## src/rtl/tge_frame_packer_if.sv

```systemverilog
// Sample input stream and packed 128-bit output stream of the frame packer.
interface tge_frame_packer_if;
    localparam int unsigned DIN_W  = 32;
    localparam int unsigned DOUT_W = 128;

    logic [DIN_W-1:0]  din;
    logic              din_valid;
    logic [DOUT_W-1:0] dout;
    logic              dout_valid;
    logic              dout_sof;
    logic              dout_eof;

    // Sample source / output sink side
    modport master (
        output din, din_valid,
        input  dout, dout_valid, dout_sof, dout_eof
    );

    // Packer side
    modport slave (
        input  din, din_valid,
        output dout, dout_valid, dout_sof, dout_eof
    );
endinterface

```

## src/rtl/tge_frame_packer.sv

```systemverilog
// Packs 32-bit samples into 128-bit words, prefixing each packet with a
// {MAGIC, seq_num, timestamp} header word. Framing starts on sync_in.
module tge_frame_packer (
    input  logic                   clk,
    input  logic                   rst_n,
    input  logic                   enable,
    input  logic                   sync_in,
    input  logic [15:0]            words_per_pkt,
    output logic [31:0]            seq_num,
    output logic                   sync_err,
    tge_frame_packer_if.slave      bus
);
    localparam int unsigned TS_W   = 64;
    localparam int unsigned SEQ_W  = 32;
    localparam int unsigned LEN_W  = 16;
    localparam int unsigned ACC_W  = 96;
    localparam int unsigned DOUT_W = 128;
    localparam logic [31:0] MAGIC  = 32'hF2B0_0001;

    typedef enum logic [1:0] {
        ST_IDLE      = 2'd0,
        ST_WAIT_SYNC = 2'd1,
        ST_RUN       = 2'd2
    } state_t;

    state_t              state_q, state_d;
    logic [TS_W-1:0]     ts_q, ts_d;
    logic [1:0]          lane_q, lane_d;
    logic [LEN_W-1:0]    word_q, word_d;
    logic [LEN_W-1:0]    len_q, len_d;
    logic [SEQ_W-1:0]    seq_q, seq_d;
    logic                err_q, err_d;
    logic [ACC_W-1:0]    acc_q, acc_d;
    logic [DOUT_W-1:0]   dout_q, dout_d;
    logic                valid_q, valid_d;
    logic                sof_q, sof_d;
    logic                eof_q, eof_d;

    logic                sync_start;
    logic                accept;
    logic [TS_W-1:0]     ts_now;
    logic [SEQ_W-1:0]    seq_now;
    logic [1:0]          lane_now;
    logic [LEN_W-1:0]    word_now;

    // Next-state, packing and output word selection
    always_comb begin
        state_d    = state_q;
        lane_d     = lane_q;
        word_d     = word_q;
        len_d      = len_q;
        seq_d      = seq_q;
        err_d      = err_q;
        acc_d      = acc_q;
        dout_d     = dout_q;
        valid_d    = 1'b0;
        sof_d      = 1'b0;
        eof_d      = 1'b0;
        sync_start = 1'b0;

        case (state_q)
            ST_IDLE: begin
                if (enable) state_d = ST_WAIT_SYNC;
            end
            ST_WAIT_SYNC: begin
                if (enable && sync_in) begin
                    sync_start = 1'b1;
                    state_d    = ST_RUN;
                end else if (!enable) begin
                    state_d = ST_IDLE;
                end
            end
            ST_RUN: begin
                // A sync anywhere but a packet boundary means lost alignment
                if (sync_in && !(lane_q == 2'd0 && word_q == LEN_W'(0))) err_d = 1'b1;
            end
            default: state_d = ST_IDLE;
        endcase

        // The sync cycle sees freshly cleared counters
        ts_now   = sync_start ? TS_W'(0)  : ts_q;
        seq_now  = sync_start ? SEQ_W'(0) : seq_q;
        lane_now = sync_start ? 2'd0      : lane_q;
        word_now = sync_start ? LEN_W'(0) : word_q;
        ts_d     = ts_now + TS_W'(1);
        seq_d    = sync_start ? SEQ_W'(0) : seq_d;
        lane_d   = lane_now;
        word_d   = word_now;

        accept = bus.din_valid && ((state_q == ST_RUN) || sync_start);

        if (accept) begin
            if (lane_now == 2'd0 && word_now == LEN_W'(0)) begin
                dout_d  = {MAGIC, seq_now, ts_now};
                valid_d = 1'b1;
                sof_d   = 1'b1;
                len_d   = (words_per_pkt == LEN_W'(0)) ? LEN_W'(1) : words_per_pkt;
            end
            case (lane_now)
                2'd0: acc_d[95:64] = bus.din;
                2'd1: acc_d[63:32] = bus.din;
                2'd2: acc_d[31:0]  = bus.din;
                default: begin
                    dout_d  = {acc_q, bus.din};
                    valid_d = 1'b1;
                    if (word_now == len_q - LEN_W'(1)) begin
                        eof_d  = 1'b1;
                        word_d = LEN_W'(0);
                        seq_d  = seq_now + SEQ_W'(1);
                        if (!enable) state_d = ST_IDLE;
                    end else begin
                        word_d = word_now + LEN_W'(1);
                    end
                end
            endcase
            lane_d = lane_now + 2'd1;
        end
    end

    // State and output registers
    always_ff @(posedge clk or negedge rst_n) begin
        if (!rst_n) begin
            state_q <= ST_IDLE;
            ts_q    <= '0;
            lane_q  <= '0;
            word_q  <= '0;
            len_q   <= '0;
            seq_q   <= '0;
            err_q   <= 1'b0;
            acc_q   <= '0;
            dout_q  <= '0;
            valid_q <= 1'b0;
            sof_q   <= 1'b0;
            eof_q   <= 1'b0;
        end else begin
            state_q <= state_d;
            ts_q    <= ts_d;
            lane_q  <= lane_d;
            word_q  <= word_d;
            len_q   <= len_d;
            seq_q   <= seq_d;
            err_q   <= err_d;
            acc_q   <= acc_d;
            dout_q  <= dout_d;
            valid_q <= valid_d;
            sof_q   <= sof_d;
            eof_q   <= eof_d;
        end
    end

    assign bus.dout       = dout_q;
    assign bus.dout_valid = valid_q;
    assign bus.dout_sof   = sof_q;
    assign bus.dout_eof   = eof_q;
    assign seq_num        = seq_q;
    assign sync_err       = err_q;
endmodule

```

## src/flat_wrapper.sv

```systemverilog
// flat-port wrapper written by rule: the top's interface ports become plain ports
module tge_frame_packer_flat 
  (clk, rst_n, enable, sync_in, words_per_pkt, seq_num, sync_err, bus_din, bus_din_valid, bus_dout, bus_dout_valid, bus_dout_sof, bus_dout_eof);
  tge_frame_packer_if bus_i ();
  input  logic clk;
  input  logic rst_n;
  input  logic enable;
  input  logic sync_in;
  input  logic [15:0] words_per_pkt;
  output logic [31:0] seq_num;
  output logic sync_err;
  input wire logic [$bits(bus_i.din)-1:0] bus_din;
  input wire logic [$bits(bus_i.din_valid)-1:0] bus_din_valid;
  output wire logic [$bits(bus_i.dout)-1:0] bus_dout;
  output wire logic [$bits(bus_i.dout_valid)-1:0] bus_dout_valid;
  output wire logic [$bits(bus_i.dout_sof)-1:0] bus_dout_sof;
  output wire logic [$bits(bus_i.dout_eof)-1:0] bus_dout_eof;
  assign bus_i.din = bus_din;
  assign bus_i.din_valid = bus_din_valid;
  assign bus_dout = bus_i.dout;
  assign bus_dout_valid = bus_i.dout_valid;
  assign bus_dout_sof = bus_i.dout_sof;
  assign bus_dout_eof = bus_i.dout_eof;
  tge_frame_packer u_core (.clk(clk), .rst_n(rst_n), .enable(enable), .sync_in(sync_in), .words_per_pkt(words_per_pkt), .seq_num(seq_num), .sync_err(sync_err), .bus(bus_i));
endmodule
```

## config.mk

```make
export PLATFORM = sky130hd
export DESIGN_NAME = tge_frame_packer_flat
export DESIGN_NICKNAME = d
export VERILOG_FILES = /design/src/rtl/tge_frame_packer_if.sv /design/src/rtl/tge_frame_packer.sv /design/src/flat_wrapper.sv
export SDC_FILE = /design/constraint.sdc
export NUM_CORES = 1
export LEC_CHECK = 0
export BUFFER_PORTS_ARGS = -buffer_cell sky130_fd_sc_hd__buf_2
export CAP_MARGIN = 10
export CORE_MARGIN = 1
export CORE_UTILIZATION = 60
export DETAILED_ROUTE_END_ITERATION = 16
export HOLD_SLACK_MARGIN = 0.05
export MAX_ROUTING_LAYER = met4
export PLACE_DENSITY = 0.88
export SETUP_SLACK_MARGIN = 0.15
export SKIP_CTS_REPAIR_TIMING = 1
export SYNTH_ARGS = -nofsm -noshare
export SYNTH_HDL_FRONTEND = slang
export SYNTH_SLANG_ARGS = --single-unit
```

## constraint.sdc

```tcl
create_clock -name clk -period 9.45 [get_ports clk]
set_input_delay 1.4175 -clock clk [delete_from_list [all_inputs] [get_ports clk]]
set_output_delay 1.4175 -clock clk [all_outputs]
set_load 0.03 [all_outputs]
```

==> flow_metrics.tcl, run 1 <==
set metrics [dict create \
    met2WireLength_mm 22.3 \
    dp_slack_ns 3.56 \
    wl_met1_mm 18.0 \
    drt-initial-drc-count 1602 \
    drt-total-wl_mm 48.0 \
    yosys_warnings 0 \
    drtAntennaViolNets 0 \
    pin_count 217 \
    htree_levels 2 \
    fin_skew_ns 0.0144 \
    routabilityCongestion 0.928 \
    switching_power_w 0.00183 \
    highest_layer "met4" \
    sw_frac_of_total 0.359 \
    fillers 1895 \
    start_util 0.618 \
    setup_viol 0 \
    cts_sinks 360 \
    vdd_drop_max_mv 0.120 \
    p_clk_frac 0.282 \
    synth_cell_type_count 65 \
    dp_hpwl_mm 31.1 \
    critPathArrivalTime_ns 5.98 \
    cap_violations 0 \
    cts_tree "built" \
    drc_errors 0 \
    pwr-share-comb 0.279 \
    cts_buffer_depth 3 \
    setup_tns_ns 0 \
    yosysTopAreaCell "dfrtp_1" \
    startpoint_type "primary input" \
    period_share 0.586 \
    ys_seq_area_frac 0.537 \
    met3WireLength_mm 4.19 \
    cp_slowest_cell "a21oi_1" \
    tightest_slew_ns 1.25 \
    synth_common_cells "360 x dfrtp_1, 300 x nand2_1, 184 x nor2_1" \
    yosys.area.top_type_share 0.537 \
    end_kind "register" \
    layout_setup_ws_ns 3.91 \
    crit_family "simple AND/OR/NAND/NOR gates" \
    final_design_area_no_fill_um2 19300 \
    grt_pass1_wl_mm 74.4 \
    wl_per_cell_um 20.8 \
    crit_fanout 47 \
    antenna_found_initial 2 \
    num_vias 14424 \
    ys_top_cells_by_area "dfrtp_1 54%, mux2_2 6.8%, nand2_1 6.7%" \
    die_x_um 169 \
    grt_pass1_vias 13973 \
    power_density_nw_per_um2 264 \
    grt_max_degree 184 \
    die_y_um 169 \
    syn_avg_cell_area_um2 9.62 \
    async_flop_share 1.00 \
    via_per_inst 6.24 \
    syn_nets 1807 \
    port_buffers 216 \
    nets 1973 \
    synth_edf_count 0 \
    grt_usage 0.347 \
    criticalPathCategory "in2reg" \
    crit_buf_inv 2 \
    drive_gt1_frac 0.212 \
    clk_latency_ns 0.53 \
    dieArea_um2 28700 \
    antenna_cells 0 \
    drt_first_pass_iters 6 \
    period_needed_ns 5.54 \
    synthCells 1745 \
    relSlewSlack 0.165 \
    cp_cell_sequence "buf_2, nand4b_1, nand2_1, inv_1, ha_4, nand2_1, a21oi_1, nand4_1, or4_1, o21ai_1" \
    syn_area_um2 16800 \
    status "finished clean" \
    grt-ovfl-total 0 \
    hold_viol_final 0 \
    cts_buffers 36 \
    cts.clk_slew.worst_paths_ns 0.06 \
    power_leakage_nw 9.24 \
    internal_power_w 0.00327 \
    max_freq_mhz 181 \
    cts-root-buf "clkbuf_16" \
    syn_to_final_growth_pct 14.9 \
    fin_util 0.710 \
    core-area_um2 27200 \
    row_count 60 \
    ys_ff_latch 360 \
    rsz0062_at_grt "false" \
    slowest_delay_ns 0.99 \
    drv_slew 0 \
    cpMostUsedCell "nand2_1" \
    hold_path_class "reg2reg" \
    placed_area_um2 18100 \
    synthFlopType "dfrtp_1" \
    seq_power_share 0.438 \
    synth_most_common_cell "dfrtp_1" \
    worstPathRequired_ns 9.89 \
]
==> stage by stage <==
stage                     total power, W  std cells  hold WS [ns]
final                            0.00510       2310         0.462
after global routing             0.00532       2310         0.481
after CTS                        0.00508       2309         0.464
after detailed placement         0.00363       2244         0.451
after global placement           0.00355       2244         0.444
after floorplan                  0.00317       1745         0.442
==> layout make-up <==
| type | instances | area (µm²) | share of cell area |
|---|---|---|---|
| clock inverter | 12 | 121 | 0.00629 |
| multi-input combinational | 1254 | 7300 | 0.378 |
| timing repair buffer | 230 | 1230 | 0.0637 |
| tap | 372 | 465 | 0.0241 |
| sequential | 360 | 9010 | 0.467 |
| clock buffer | 53 | 1070 | 0.0552 |
| inverter | 29 | 109 | 0.00564 |
==> kinds of logic after synthesis <==
logic type | after synthesis | share of synthesized area
AO/OA/AOI/OAI | 292 | 0.0949
XOR/XNOR | 89 | 0.0481
adder cells (fa/ha/maj) | 9 | 0.00671
buffers and inverters | 131 | 0.0301
flip-flops | 360 | 0.537
multiplexers | 116 | 0.0768
AND/OR/NAND/NOR | 748 | 0.207
==> metal layers <==
layer  global-route usage  vias to the layer above
met1                0.430                     7057
met4                0.222                        0
met2                0.527                      833
met3               0.0627                      201
met5                    -                        -
li1                     -                     6333
==> state kept, by name, summed over array words and instances (netlist names) <==
register / flops
u_core.word_q: 16
u_core.bus.dout_sof: 1
u_core.seq_num: 32
u_core.acc_q: 96
u_core.bus.dout_valid: 1
u_core.sync_err: 1
u_core.len_q: 16
u_core.lane_q: 2
u_core.bus.dout: 128
u_core.ts_q: 64
u_core.state_q: 2
u_core.bus.dout_eof: 1
==> power groups by stage <==
stage / Combinational, W / Sequential, W / Clock, W
after global routing: 0.00154 / 0.00227 / 0.00151
after floorplan: 0.000735 / 0.00243 / 0
after CTS: 0.00141 / 0.00222 / 0.00145
after detailed placement: 0.00139 / 0.00224 / 0
after global placement: 0.00134 / 0.00221 / 0
final: 0.00143 / 0.00224 / 0.00144
==> cells in the final DEF (no fill, tap or decap), drive strengths merged, types with 28 or more instances in the layout <==
cell type,instances
nand2,300
clkbuf,53
nand4,30
dfrtp,360
inv,31
xnor2,34
nor3,28
nor2,184
o21ai,139
mux2,103
buf,230
a21oi,115
xor2,53
nand3,71
==> worst reg2reg max path, cell delays in order (launching register included) <==
cell and delay, ns:
dfrtp_1 0.40, nand4b_1 0.61, nand2_1 0.28, inv_1 0.18, ha_4 0.50, nand2_1 0.19
a21oi_1 0.99, nand4_1 0.89, or4_1 0.72, o21ai_1 0.09
==> worst paths after layout <==
kind                                 startpoint                   end  slack [ns]  cells past startpoint
max                                     sync_in    u_core.seq_num[14]        3.91                     10
min                        u_core.bus.dout[122]  u_core.bus.dout[122]        0.46                      2
max reg2reg                   u_core.state_q[0]    u_core.seq_num[14]        4.53                      9
min reg2reg                u_core.bus.dout[122]  u_core.bus.dout[122]        0.46                      2
max in group asynchronous                 rst_n   u_core.bus.dout[98]        6.98                      2
min in group asynchronous                 rst_n    u_core.seq_num[17]        0.94                      1
(Power assumes the default switching activity.)
==> run 2: changes to the inputs <==
--- a/config.mk
+++ b/config.mk
@@ -8,11 +8,11 @@
 export BUFFER_PORTS_ARGS = -buffer_cell sky130_fd_sc_hd__buf_2
 export CAP_MARGIN = 10
 export CORE_MARGIN = 1
-export CORE_UTILIZATION = 60
+export CORE_UTILIZATION = 58
 export DETAILED_ROUTE_END_ITERATION = 16
 export HOLD_SLACK_MARGIN = 0.05
 export MAX_ROUTING_LAYER = met4
-export PLACE_DENSITY = 0.88
+export PLACE_DENSITY = 0.86
 export SETUP_SLACK_MARGIN = 0.15
 export SKIP_CTS_REPAIR_TIMING = 1
 export SYNTH_ARGS = -nofsm -noshare
==> constraint.sdc (replaced) <==
create_clock -name clk -period 5.2 [get_ports clk]
set_input_delay 0.78 -clock clk [delete_from_list [all_inputs] [get_ports clk]]
set_output_delay 0.78 -clock clk [all_outputs]
set_load 0.03 [all_outputs]
==> flow_metrics.tcl, run 2 (same netlist as run 1, synthesis figures left out) <==
set metrics [dict create \
    rsz0062_at_grt "false" \
    drt-total-wl_mm 46.9 \
    dieArea_um2 29600 \
    htree_levels 2 \
    startpoint_type "register" \
    routabilityCongestion 0.909 \
    period_share 0.757 \
    grt_pass1_wl_mm 72.7 \
    relSlewSlack 0.279 \
    setup_viol 0 \
    critPathArrivalTime_ns 4.38 \
    wl_per_cell_um 20.2 \
    antenna_found_initial 1 \
    cts_sinks 360 \
    power_density_nw_per_um2 480 \
    crit_fanout 43 \
    hold_path_class "in2async" \
    via_per_inst 6.07 \
    syn_to_final_growth_pct 15.5 \
    grt_pass1_vias 13489 \
    die_x_um 172 \
    r2r-end "u_core.word_q[14]" \
    worstPathRequired_ns 5.64 \
    worstRegToRegCells 13 \
    r2r_slack_ns 1.26 \
    end_kind "register" \
    final_design_area_no_fill_um2 19400 \
    r2r-start "u_core.state_q[0]" \
    grt_max_degree 172 \
    nets 1980 \
    layout_common_cells "360 x dfrtp_1, 300 x nand2_1, 215 x buf_2, 184 x nor2_1, 132 x o21ai_0" \
    drive_gt1_frac 0.215 \
    hold_viol_final 0 \
    dp_slack_ns 0.890 \
    placed_area_um2 18200 \
    grt-ovfl-total 0 \
    drtAntennaViolNets 0 \
    start_util 0.596 \
    place_inst 2257 \
    setup_tns_ns 0 \
    drv_slew 0 \
    cts_buffers 37 \
    drt_first_pass_iters 5 \
    largest_reg_flops 128 \
    row_count 61 \
    pin_count 217 \
    grt_usage 0.331 \
    core-area_um2 28200 \
    cts.clk_slew.worst_paths_ns 0.06 \
    cap_violations 0 \
    cts-root-buf "clkbuf_16" \
    cts_tree "built" \
    hold_ws_ns 0.314 \
    final_cells 2324 \
    period_needed_ns 3.94 \
    drc_errors 0 \
    cts_buffer_depth 3 \
    drt-initial-drc-count 1657 \
    tightest_slew_ns 1.08 \
    antenna_cells 0 \
    port_buffers 216 \
    final_common_cell "dfrtp_1" \
    layout_setup_ws_ns 1.26 \
    clk_latency_ns 0.54 \
    criticalPathCategory "reg2reg" \
    dp_hpwl_mm 31.3 \
    max_freq_mhz 254 \
    fin_skew_ns 0.0204 \
    vdd_drop_max_mv 0.267 \
    power_leakage_nw 9.29 \
    status "finished clean" \
    num_vias 14117 \
    die_y_um 172 \
]
[run 2: final cells by class]
cell class	count	area, µm²
multi-input cells	1254	7300
clock buffers	54	1080
well taps	378	473
clock inverters	13	140
repair buffers	236	1280
inverters	29	109
fillers	1993	8770
flip-flops and latches	360	9010
[run 2: worst max path at each step]
stage / from / end / slack (ns)
finish: u_core.state_q[0] / u_core.word_q[14] / 1.26
global route: u_core.state_q[0] / u_core.word_q[14] / 0.99
CTS: u_core.state_q[0] / u_core.word_q[14] / 1.36
detailed placement: sync_in / u_core.word_q[14] / 0.89
global placement: enable / u_core.seq_num[13] / 1.12
floorplan: sync_in / u_core.word_q[14] / 0.78
[run 2: critical path: stages, from the launching register on]
cell and delay, ns:
dfrtp_1 0.41, nand4b_1 0.47, nand2_1 0.25, inv_1 0.19
ha_4 0.45, nand2_1 0.18, a21oi_1 0.16, buf_4 0.24
nand4_1 0.25, nor4_1 0.54, and4_1 0.31, nand3_1 0.11
xor2_1 0.16, nor3_1 0.13
[run 2: per-layer routing]
metal  vias up  track usage  wire, µm
li1       6342            -         -
met1      6885        0.404     18000
met2       717        0.513     21800
met5         -            -         0
met4         0        0.190      2940
met3       173       0.0680      4100
[run 2: stage by stage]
| step | power [W] | util |
|---|---|---|
| floorplan | 0.00576 | - |
| global placement | 0.00644 | 0.645 |
| detailed placement | 0.00659 | 0.645 |
| CTS | 0.00928 | 0.689 |
| global route | 0.00973 | 0.689 |
| finish | 0.00930 | 0.689 |
[run 2: power by group]
| part | switching (W) | internal, W | total [W] | leakage [nW] |
|---|---|---|---|---|
| Clock | 0.00111 | 0.00155 | 0.00267 | 0.605 |
| Sequential | 0.000517 | 0.00352 | 0.00404 | 4.77 |
| Combinational | 0.00170 | 0.000900 | 0.00260 | 3.91 |
